<file path="config.mk">
export PLATFORM = sky130hd
export DESIGN_NAME = ysyx_22050854_mem_arbiter
export DESIGN_NICKNAME = d
export VERILOG_FILES = /design/src/rtl/ysyx_22050854_mem_arbiter.sv
export SDC_FILE = /design/constraint.sdc
export NUM_CORES = 1
export LEC_CHECK = 0
export BUFFER_PORTS_ARGS = -buffer_cell sky130_fd_sc_hd__clkbuf_2
export CORE_AREA = 2 2 175 177
export DETAILED_ROUTE_END_ITERATION = 12
export DIE_AREA = 0 0 177 179
export PLACE_DENSITY = 0.71
export SLEW_MARGIN = 10
export SYNTH_ARGS = -nofsm -noshare
export SYNTH_HDL_FRONTEND = slang
export SYNTH_SLANG_ARGS = --single-unit
</file>
<file path="constraint.sdc">
create_clock -name clk -period 9.4 [get_ports clk]
set_input_delay 0.94 -clock clk [delete_from_list [all_inputs] [get_ports clk]]
set_output_delay 0.94 -clock clk [all_outputs]
set_load 0.005 [all_outputs]
</file>
<file path="src/rtl/ysyx_22050854_mem_arbiter.sv">
// ysyx_22050854_mem_arbiter
//   Shares the single memory port between instruction fetch (IF) and load/store (LS).
//   Round-robin arbitration with one outstanding transaction at a time. A watchdog
//   in WAIT turns a lost memory response into an error response so the core never hangs.
//
// Ports
//   clk, rst                     rising-edge clock, asynchronous active-high reset
//   if_req_valid/ready, if_addr  IF read request handshake
//   if_resp_valid, if_rdata      1-cycle IF response pulse and registered read data
//   ls_req_valid/ready, ls_addr,
//   ls_wen, ls_wdata, ls_wmask   LS read/write request handshake
//   ls_resp_valid, ls_rdata      1-cycle LS response pulse (read data or write ack)
//   mem_req_valid/ready, mem_*   registered request towards memory
//   mem_resp_valid, mem_rdata    memory response strobe and data
//   timeout_err                  1-cycle pulse when the watchdog forces a response
module ysyx_22050854_mem_arbiter #(
    parameter int unsigned ADDR_W  = 32,
    parameter int unsigned DATA_W  = 64,
    parameter int unsigned TIMEOUT = 255
) (
    input  logic                clk,
    input  logic                rst,
    input  logic                if_req_valid,
    output logic                if_req_ready,
    input  logic [ADDR_W-1:0]   if_addr,
    output logic                if_resp_valid,
    output logic [DATA_W-1:0]   if_rdata,
    input  logic                ls_req_valid,
    output logic                ls_req_ready,
    input  logic [ADDR_W-1:0]   ls_addr,
    input  logic                ls_wen,
    input  logic [DATA_W-1:0]   ls_wdata,
    input  logic [DATA_W/8-1:0] ls_wmask,
    output logic                ls_resp_valid,
    output logic [DATA_W-1:0]   ls_rdata,
    output logic                mem_req_valid,
    input  logic                mem_req_ready,
    output logic [ADDR_W-1:0]   mem_addr,
    output logic                mem_wen,
    output logic [DATA_W-1:0]   mem_wdata,
    output logic [DATA_W/8-1:0] mem_wmask,
    input  logic                mem_resp_valid,
    input  logic [DATA_W-1:0]   mem_rdata,
    output logic                timeout_err
);

    // Counter only ever holds 0..TIMEOUT-1.
    localparam int unsigned CntW = (TIMEOUT < 2) ? 1 : $clog2(TIMEOUT);

    typedef enum logic [1:0] {StIdle, StReq, StWait} state_e;

    state_e              state_q;
    logic [CntW-1:0]     cnt_q;
    logic                owner_ls_q;
    logic                last_grant_ls_q;
    logic                mem_req_valid_q;
    logic [ADDR_W-1:0]   mem_addr_q;
    logic                mem_wen_q;
    logic [DATA_W-1:0]   mem_wdata_q;
    logic [DATA_W/8-1:0] mem_wmask_q;
    logic                if_resp_valid_q;
    logic [DATA_W-1:0]   if_rdata_q;
    logic                ls_resp_valid_q;
    logic [DATA_W-1:0]   ls_rdata_q;
    logic                timeout_err_q;

    logic grant_if;
    logic grant_ls;
    logic timeout_hit;

    // On a conflict the requester that was not granted last time wins.
    always_comb begin
        grant_if    = if_req_valid && (!ls_req_valid || last_grant_ls_q);
        grant_ls    = ls_req_valid && (!if_req_valid || !last_grant_ls_q);
        timeout_hit = (cnt_q == CntW'(TIMEOUT - 1));
        // Gated by rst so every output reads 0 while reset is held.
        if_req_ready = !rst && (state_q == StIdle) && grant_if;
        ls_req_ready = !rst && (state_q == StIdle) && grant_ls;
    end

    always_ff @(posedge clk or posedge rst) begin
        if (rst) begin
            state_q         <= StIdle;
            cnt_q           <= '0;
            owner_ls_q      <= 1'b0;
            last_grant_ls_q <= 1'b1;
            mem_req_valid_q <= 1'b0;
            mem_addr_q      <= '0;
            mem_wen_q       <= 1'b0;
            mem_wdata_q     <= '0;
            mem_wmask_q     <= '0;
            if_resp_valid_q <= 1'b0;
            if_rdata_q      <= '0;
            ls_resp_valid_q <= 1'b0;
            ls_rdata_q      <= '0;
            timeout_err_q   <= 1'b0;
        end else begin
            if_resp_valid_q <= 1'b0;
            ls_resp_valid_q <= 1'b0;
            timeout_err_q   <= 1'b0;
            unique case (state_q)
                StIdle: begin
                    if (grant_if) begin
                        owner_ls_q      <= 1'b0;
                        last_grant_ls_q <= 1'b0;
                        mem_addr_q      <= if_addr;
                        mem_wen_q       <= 1'b0;
                        mem_wdata_q     <= '0;
                        mem_wmask_q     <= '0;
                        mem_req_valid_q <= 1'b1;
                        state_q         <= StReq;
                    end else if (grant_ls) begin
                        owner_ls_q      <= 1'b1;
                        last_grant_ls_q <= 1'b1;
                        mem_addr_q      <= ls_addr;
                        mem_wen_q       <= ls_wen;
                        mem_wdata_q     <= ls_wdata;
                        mem_wmask_q     <= ls_wmask;
                        mem_req_valid_q <= 1'b1;
                        state_q         <= StReq;
                    end
                end
                StReq: begin
                    if (mem_req_ready) begin
                        mem_req_valid_q <= 1'b0;
                        cnt_q           <= '0;
                        state_q         <= StWait;
                    end
                end
                StWait: begin
                    // A real response wins over a watchdog expiry in the same cycle.
                    if (mem_resp_valid || timeout_hit) begin
                        if (owner_ls_q) begin
                            ls_resp_valid_q <= 1'b1;
                            ls_rdata_q      <= mem_resp_valid ? mem_rdata : '0;
                        end else begin
                            if_resp_valid_q <= 1'b1;
                            if_rdata_q      <= mem_resp_valid ? mem_rdata : '0;
                        end
                        timeout_err_q <= !mem_resp_valid;
                        cnt_q         <= '0;
                        state_q       <= StIdle;
                    end else begin
                        cnt_q <= cnt_q + CntW'(1);
                    end
                end
                default: state_q <= StIdle;
            endcase
        end
    end

    assign mem_req_valid = mem_req_valid_q;
    assign mem_addr      = mem_addr_q;
    assign mem_wen       = mem_wen_q;
    assign mem_wdata     = mem_wdata_q;
    assign mem_wmask     = mem_wmask_q;
    assign if_resp_valid = if_resp_valid_q;
    assign if_rdata      = if_rdata_q;
    assign ls_resp_valid = ls_resp_valid_q;
    assign ls_rdata      = ls_rdata_q;
    assign timeout_err   = timeout_err_q;

endmodule

</file>
==> results.py, run 1 <==
metrics = {
    "final_layout": {
        "layout-drive-gt1-share_pct": 42.4,
        "fin_area_um2": 12900,
        "final_nets": 1362,
        "syn_to_final_growth_pct": 33.2,
    },
    "placed_design": {
        "port_buffers": 445,
        "place_area_um2": 12100,
        "place_hpwl_mm": 20.6,
        "gp_congestion": 0.772,
    },
    "logic_synthesis": {
        "synth-simple-area-share_pct": 5.45,
        "synthesis.nets": 953,
        "synth_xor_area_share_pct": 0.544,
        "synth_top_family_by_area": "compound AO/OA/AOI/OAI gates",
        "syn_avg_cell_area_um2": 13.0,
        "synthAdderAreaFrac_pct": 0.259,
        "synth.mux.area_fraction_pct": 3.32,
        "synth-compound-area-share_pct": 21.9,
        "synth_common_cells": "dfrtp_1, nand2_1, a22o_1, a32o_1, o2bb2ai_1",
        "synth_most_common_cell": "dfrtp_1",
        "synth_cells": 744,
        "synth_cell_types": 33,
        "yosys_warnings": 0,
        "ys.flop_type": "dfrtp_1",
        "synth.top_cells.by_area": "dfrtp_1, a32o_1, a22o_1",
        "async_reset_ff_share_pct": 100,
        "yosys.area.top_type": "dfrtp_1",
        "synth_edf_count": 0,
        "synth_top_cell_area_share_pct": 64.2,
        "syn_area_um2": 9660,
        "synth_seq_area_share_pct": 64.5,
        "ys_seq_elements": 249,
    },
    "drt": {
        "vias": 7863,
        "routed_via_density": 5.02,
        "dr.first_iter.drc_count": 374,
        "dr.pass1.iters": 4,
        "final_antenna_net_count": 0,
        "routed_wl_mm": 28.7,
        "wire_per_inst_um": 18.3,
        "drc": 0,
    },
    "pwr": {
        "p_seq_share_pct": 44.0,
        "power.internal_mw": 2.72,
        "p_leak_nw": 6.61,
        "p_comb_share_pct": 33.5,
        "powerDensity_nw_per_um2": 320,
        "ir_worst_vdd_mv": 0.144,
        "switchingPower_mw": 1.40,
        "switching_share_pct": 34.0,
        "clkPwrFrac_pct": 22.4,
    },
    "global_routing": {
        "grt_usage_pct": 16.9,
        "grt_pass1_vias": 7477,
        "antenna_found_initial": 2,
        "grt_pass1_wl_mm": 42.3,
        "grt_remaining_overflow": 0,
        "grt_max_degree": 114,
    },
    "sta": {
        "rsz0062_at_grt": "false",
        "fin_skew_ns": 0.0162,
        "slew_headroom_pct": 26.4,
        "finalCriticalPeriod_ns": 2.95,
        "finalHoldViolCount": 0,
        "period_share_pct": 31.4,
        "setup_viol": 0,
        "worst_slew_pin_slew_ns": 1.10,
        "fmax_mhz": 338,
        "fin_tns_setup_ns": 0,
        "slew_violations": 0,
    },
    "clocking": {
        "root_buffer": "clkbuf_16",
        "postCtsSetupRepairBufs": 0,
        "cts.sinks": 249,
        "tritoncts": "yes",
        "clk_pin_slew_ns": 0.06,
        "cts_resized": 0,
        "clock_latency_ns": 0.53,
        "hold_buffers": 0,
        "cts_buffers": 25,
        "h-tree-depth": 1,
        "clk_path_buf_depth": 3,
    },
    "worst_hold_path": {
        "min_from": "mem_addr[4]$_DFFE_PP0P_",
        "hold_path_depth": 2,
        "min_path_type": "reg2reg",
    },
    "floorplan": {
        "die-area_um2": 31700,
        "die_h_um": 179,
        "core-area_um2": 30000,
        "start_util_pct": 32.2,
        "num_io_pins": 446,
        "rows": 64,
        "die_w_um": 177,
    },
    "critical_path": {
        "critPathMaxFanout": 3,
        "start_kind": "primary input",
        "cp-startpoint": "if_req_valid",
        "rr_worst_depth": 5,
        "arrival_ns": 2.01,
        "timing.rr.end": "if_rdata[27]$_DFFE_PP0P_",
        "criticalPathCategory": "in2out",
        "crit_required_ns": 8.46,
        "cp-endpoint": "ls_req_ready",
        "r2r-start": "state_q[1]$_DFFE_PP0P_",
        "r2r_setup_slack_ns": 6.55,
        "end_kind": "primary output",
    },
    "run_status": {
        "outcome": "complete, no violations",
    },
    "flow_run": {
        "maxCapViolCount": 0,
    },
}
-- area by class of cell --
class	count	area (µm²)
clock inverters	5	28.8
inverters	6	30.0
repair buffers	454	2290
fillers	2913	17200
clock buffers	39	718
multi-input cells	417	3070
flip-flops and latches	249	6240
diodes	1	2.50
well taps	396	495
-- power groups by stage --
stage / clock network [mW] / registers [mW] / logic (mW)
5_1_grt: 0.993 / 1.87 / 1.53
3_3_place_gp: 0 / 1.81 / 1.37
4_1_cts: 0.951 / 1.81 / 1.41
6_report: 0.924 / 1.81 / 1.38
2_1_floorplan: 0 / 1.79 / 0.739
3_5_place_dp: 0 / 1.82 / 1.40
-- flip-flops by register name, summed over array words and instances (netlist names) --
register         count
cnt_q                8
ls_rdata            64
owner_ls_q           1
mem_wmask            8
mem_wen              1
mem_wdata           64
state_q              2
mem_req_valid        1
if_resp_valid        1
last_grant_ls_q      1
mem_addr            32
ls_resp_valid        1
timeout_err          1
if_rdata            64
-- cells in the final DEF, fill, tap and decap left out, drive strengths merged --
| cell type | netlist | final |
|---|---|---|
| a21o | 3 | 3 |
| or3 | 2 | 2 |
| mux2i | 32 | 32 |
| and3 | 2 | 2 |
| nand3 | 1 | 1 |
| nor4 | 2 | 2 |
| xor2 | 6 | 6 |
| o21ai | 39 | 39 |
| nand2b | 2 | 2 |
| o2111ai | 3 | 3 |
| dfrtp | 248 | 248 |
| nor3b | 1 | 1 |
| diode | 0 | 1 |
| o2bb2ai | 64 | 64 |
| clkinv | 0 | 4 |
| a21oi | 1 | 1 |
| o211ai | 2 | 2 |
| a41o | 1 | 1 |
| ha | 2 | 2 |
| nor2b | 1 | 1 |
| and4 | 2 | 2 |
| nor2 | 10 | 10 |
| nand2 | 100 | 100 |
| a32o | 64 | 64 |
| buf | 40 | 9 |
| nor3 | 1 | 1 |
| and3b | 1 | 1 |
| inv | 6 | 7 |
| dfstp | 1 | 1 |
| clkbuf | 32 | 484 |
| a22o | 73 | 73 |
| and2 | 1 | 1 |
| nand3b | 1 | 1 |
-- critical path: stages --
cell and delay (ns):
clkbuf_2 0.12, nand2_1 0.07, nand2_1 0.10, nor4_1 0.55, clkbuf_2 0.23
-- layer usage --
metal / track usage [%] / share of wire (%) / vias up
met5: 0 / 0 / -
met4: 5.06 / 2.6 / 0
met3: 4.18 / 8.6 / 44
met2: 29.1 / 50 / 373
met1: 20.9 / 39 / 3832
li1: - / - / 3614
-- cells by family (layout without fill, tap and decap cells) --
group                      count (synthesis)  after routing
xor gates and xnor gates                   6              6
DFF                                      249            249
muxes                                     32             32
other                                      0              1
adders and majority gates                  2              2
buffers and inverters                     78            504
and+or+nand+nor                          127            127
AOI/OAI and AO/OA                        250            250
-- metrics by stage --
| stage | power, mW | worst slack (ns) | util (%) | cells | hold WS, ns |
|---|---|---|---|---|---|
| 3_5_place_dp | 3.23 | 6.43 | 40.4 | 1522 | 0.470 |
| 2_1_floorplan | 2.53 | 1.62 | - | 744 | 0.473 |
| 5_1_grt | 4.40 | 6.24 | 42.9 | 1566 | 0.501 |
| 4_1_cts | 4.17 | 6.45 | 42.9 | 1566 | 0.483 |
| 3_3_place_gp | 3.18 | 6.42 | 40.4 | 1522 | 0.463 |
| 6_report | 4.12 | 6.45 | 42.9 | 1567 | 0.479 |
-- worst min path at each step --
stage                               endpoint
CTS                  mem_addr[4]$_DFFE_PP0P_
floorplan            mem_addr[0]$_DFFE_PP0P_
global route         ls_rdata[3]$_DFFE_PP0P_
detailed placement   mem_addr[2]$_DFFE_PP0P_
finish               mem_addr[4]$_DFFE_PP0P_
global placement    mem_addr[16]$_DFFE_PP0P_
Power figures use the tool's default switching activity.
==> inputs of run 2 (changes only) <==
--- a/config.mk
+++ b/config.mk
@@ -6,10 +6,10 @@
 export NUM_CORES = 1
 export LEC_CHECK = 0
 export BUFFER_PORTS_ARGS = -buffer_cell sky130_fd_sc_hd__clkbuf_2
-export CORE_AREA = 2 2 175 177
+export CORE_AREA = 2 2 174 176
 export DETAILED_ROUTE_END_ITERATION = 12
-export DIE_AREA = 0 0 177 179
-export PLACE_DENSITY = 0.71
+export DIE_AREA = 0 0 176 178
+export PLACE_DENSITY = 0.74
 export SLEW_MARGIN = 10
 export SYNTH_ARGS = -nofsm -noshare
 export SYNTH_HDL_FRONTEND = slang
==> constraint.sdc (replaced) <==
create_clock -name clk -period 2.5 [get_ports clk]
set_input_delay 0.25 -clock clk [delete_from_list [all_inputs] [get_ports clk]]
set_output_delay 0.25 -clock clk [all_outputs]
set_load 0.005 [all_outputs]
==> results.py, run 2 (synthesized netlist as in run 1, its figures left out) <==
metrics = {
    "worst_hold_path": {
        "min_from": "if_addr[16]",
        "hold_path_depth": 3,
        "holdPathEnd": "mem_addr[16]$_DFFE_PP0P_",
        "min_path_type": "in2reg",
    },
    "pwr": {
        "switchingPower_mw": 5.71,
        "ir_worst_vdd_mv": 0.592,
        "switching_share_pct": 34.1,
        "clkPwrFrac_pct": 24.0,
        "power.internal_mw": 11.0,
        "power.total_mw": 16.7,
        "powerDensity_nw_per_um2": 1120,
        "p_seq_share_pct": 40.9,
        "p_leak_nw": 7.53,
        "p_comb_share_pct": 35.1,
    },
    "placed_design": {
        "gp_congestion": 0.843,
        "place_hpwl_mm": 22.4,
        "preCtsSetupSlack_ns": 0.690,
        "port_buffers": 445,
    },
    "drt": {
        "wire_per_inst_um": 19.2,
        "final_antenna_net_count": 0,
        "vias": 8901,
        "dr.pass1.iters": 5,
        "dr.first_iter.drc_count": 502,
        "drc": 0,
        "routed_wl_mm": 33.7,
        "routed_via_density": 5.07,
    },
    "critical_path": {
        "slowest_delay_ns": 0.58,
        "r2r-start": "last_grant_ls_q$_DFFE_PP1P_",
        "r2r_setup_slack_ns": 0.28,
        "timing.rr.end": "mem_addr[27]$_DFFE_PP0P_",
        "start_kind": "flop",
        "criticalPathCategory": "reg2reg",
        "arrival_ns": 2.62,
        "crit_path_cell_trace": "o21ai_4 > buf_4 > mux2i_1 > dlygate4sd3_1 > o21ai_0",
        "crit_path_top_delay_cell": "dlygate4sd3_1",
        "end_kind": "flop",
        "critPathMaxFanout": 13,
        "crit_required_ns": 2.90,
        "rr_worst_depth": 5,
    },
    "final_layout": {
        "antenna_cells": 0,
        "layout_common_cells": "clkbuf_2, dfrtp_1, dlygate4sd3_1, nand2_1, a22o_1",
        "fill_cells": 2429,
        "final_common_cell": "clkbuf_2",
        "syn_to_final_growth_pct": 55.4,
        "layout-drive-gt1-share_pct": 38.2,
        "final_nets": 1556,
    },
    "sta": {
        "period_share_pct": 88.8,
        "fin_tns_setup_ns": 0,
        "fin_ws_ns": 0.279,
        "slew_headroom_pct": 65.8,
        "finalHoldViolCount": 0,
        "fmax_mhz": 450,
        "finalCriticalPeriod_ns": 2.22,
        "rsz0062_at_grt": "false",
        "whs_ns": 0.0300,
        "slew_violations": 0,
        "fin_skew_ns": 0.0170,
        "worst_slew_pin_slew_ns": 0.511,
        "setup_viol": 0,
    },
    "global_routing": {
        "grt_use_met3_pct": 4.20,
        "met1_usage_pct": 24.2,
        "antenna_found_initial": 0,
        "grt_max_degree": 74,
        "use_met2_pct": 35.8,
        "grt_usage_pct": 20.6,
        "grt_pass1_vias": 9222,
        "grt_remaining_overflow": 0,
        "grt_pass1_wl_mm": 50.8,
        "gr-max-usage-layer": "met2",
    },
    "clocking": {
        "root_buffer": "clkbuf_16",
        "cts_buffers": 27,
        "h-tree-depth": 1,
        "cts.sinks": 249,
        "clk_path_buf_depth": 3,
        "tritoncts": "yes",
        "postCtsSetupRepairBufs": 0,
        "clk_pin_slew_ns": 0.06,
        "clock_latency_ns": 0.54,
    },
    "floorplan": {
        "start_util_pct": 32.9,
        "die-area_um2": 31300,
        "die_h_um": 178,
        "num_io_pins": 446,
        "die_w_um": 176,
        "rows": 63,
        "core-area_um2": 29400,
    },
    "run_status": {
        "outcome": "complete, no violations",
    },
    "flow_run": {
        "maxCapViolCount": 0,
    },
}
## run 2: layout make-up
type	count	area (µm²)	share of cell area, %
Timing Repair Buffer	646	4300	28.7
Tap cell	390	488	3.25
Sequential cell	249	6240	41.5
Clock inverter	9	134	0.892
Multi-Input combinational cell	417	3070	20.4
Inverter	6	26.3	0.175
Clock buffer	38	757	5.04
## run 2: per-stage QoR
stage	area, µm²	instances	util [%]
after floorplan	9670	744	-
after global placement	12400	1536	42.2
after detailed placement	12400	1536	42.2
after CTS	15000	1755	51.1
after global routing	15000	1755	51.1
final	15000	1755	51.1
## run 2: power groups by stage
stage | combinational, mW | sequential (mW) | clock (mW)
floorplan | 2.78 | 6.74 | 0
CTS | 5.87 | 6.81 | 4.12
detailed placement | 5.63 | 6.84 | 0
global route | 6.39 | 7.03 | 4.28
finish | 5.87 | 6.86 | 4.02
global placement | 5.48 | 6.80 | 0
## run 2: timing repair
item                                    CTS  global route
hold buffers                            172             0
hold endpoints to repair                233             0
gates resized for setup                   0             0
endpoints found under the setup margin    0             0
## run 2: how the worst max path moves through the flow
stage                                           start                       end  slack (ns)  cells after the start
after CTS                 last_grant_ls_q$_DFFE_PP1P_              if_req_ready        0.32                      4
after global routing      last_grant_ls_q$_DFFE_PP1P_  mem_addr[29]$_DFFE_PP0P_        0.22                      5
final                     last_grant_ls_q$_DFFE_PP1P_  mem_addr[27]$_DFFE_PP0P_        0.28                      5
after detailed placement       state_q[1]$_DFFE_PP0P_  if_rdata[23]$_DFFE_PP0P_        0.69                      5
after global placement         state_q[1]$_DFFE_PP0P_  if_rdata[22]$_DFFE_PP0P_        0.78                      5
after floorplan                                   rst      cnt_q[0]$_DFFE_PP0P_       -1.02                      1
## run 2: worst max-delay path: cells and delay by family, from the launching register on
kind	cells	cell delay, ns
multiplexers	1	0.26
buffers and inverters	2	0.94
flip-flops	1	0.40
AO/OA/AOI/OAI	2	0.49
## run 2: routing by layer
layer	share of wire, %	routed length [µm]	vias to the layer above
li1	-	-	3992
met1	38	12800	4316
met2	49	16600	497
met3	7.5	2520	96
met4	5.4	1810	0
met5	0	0	-
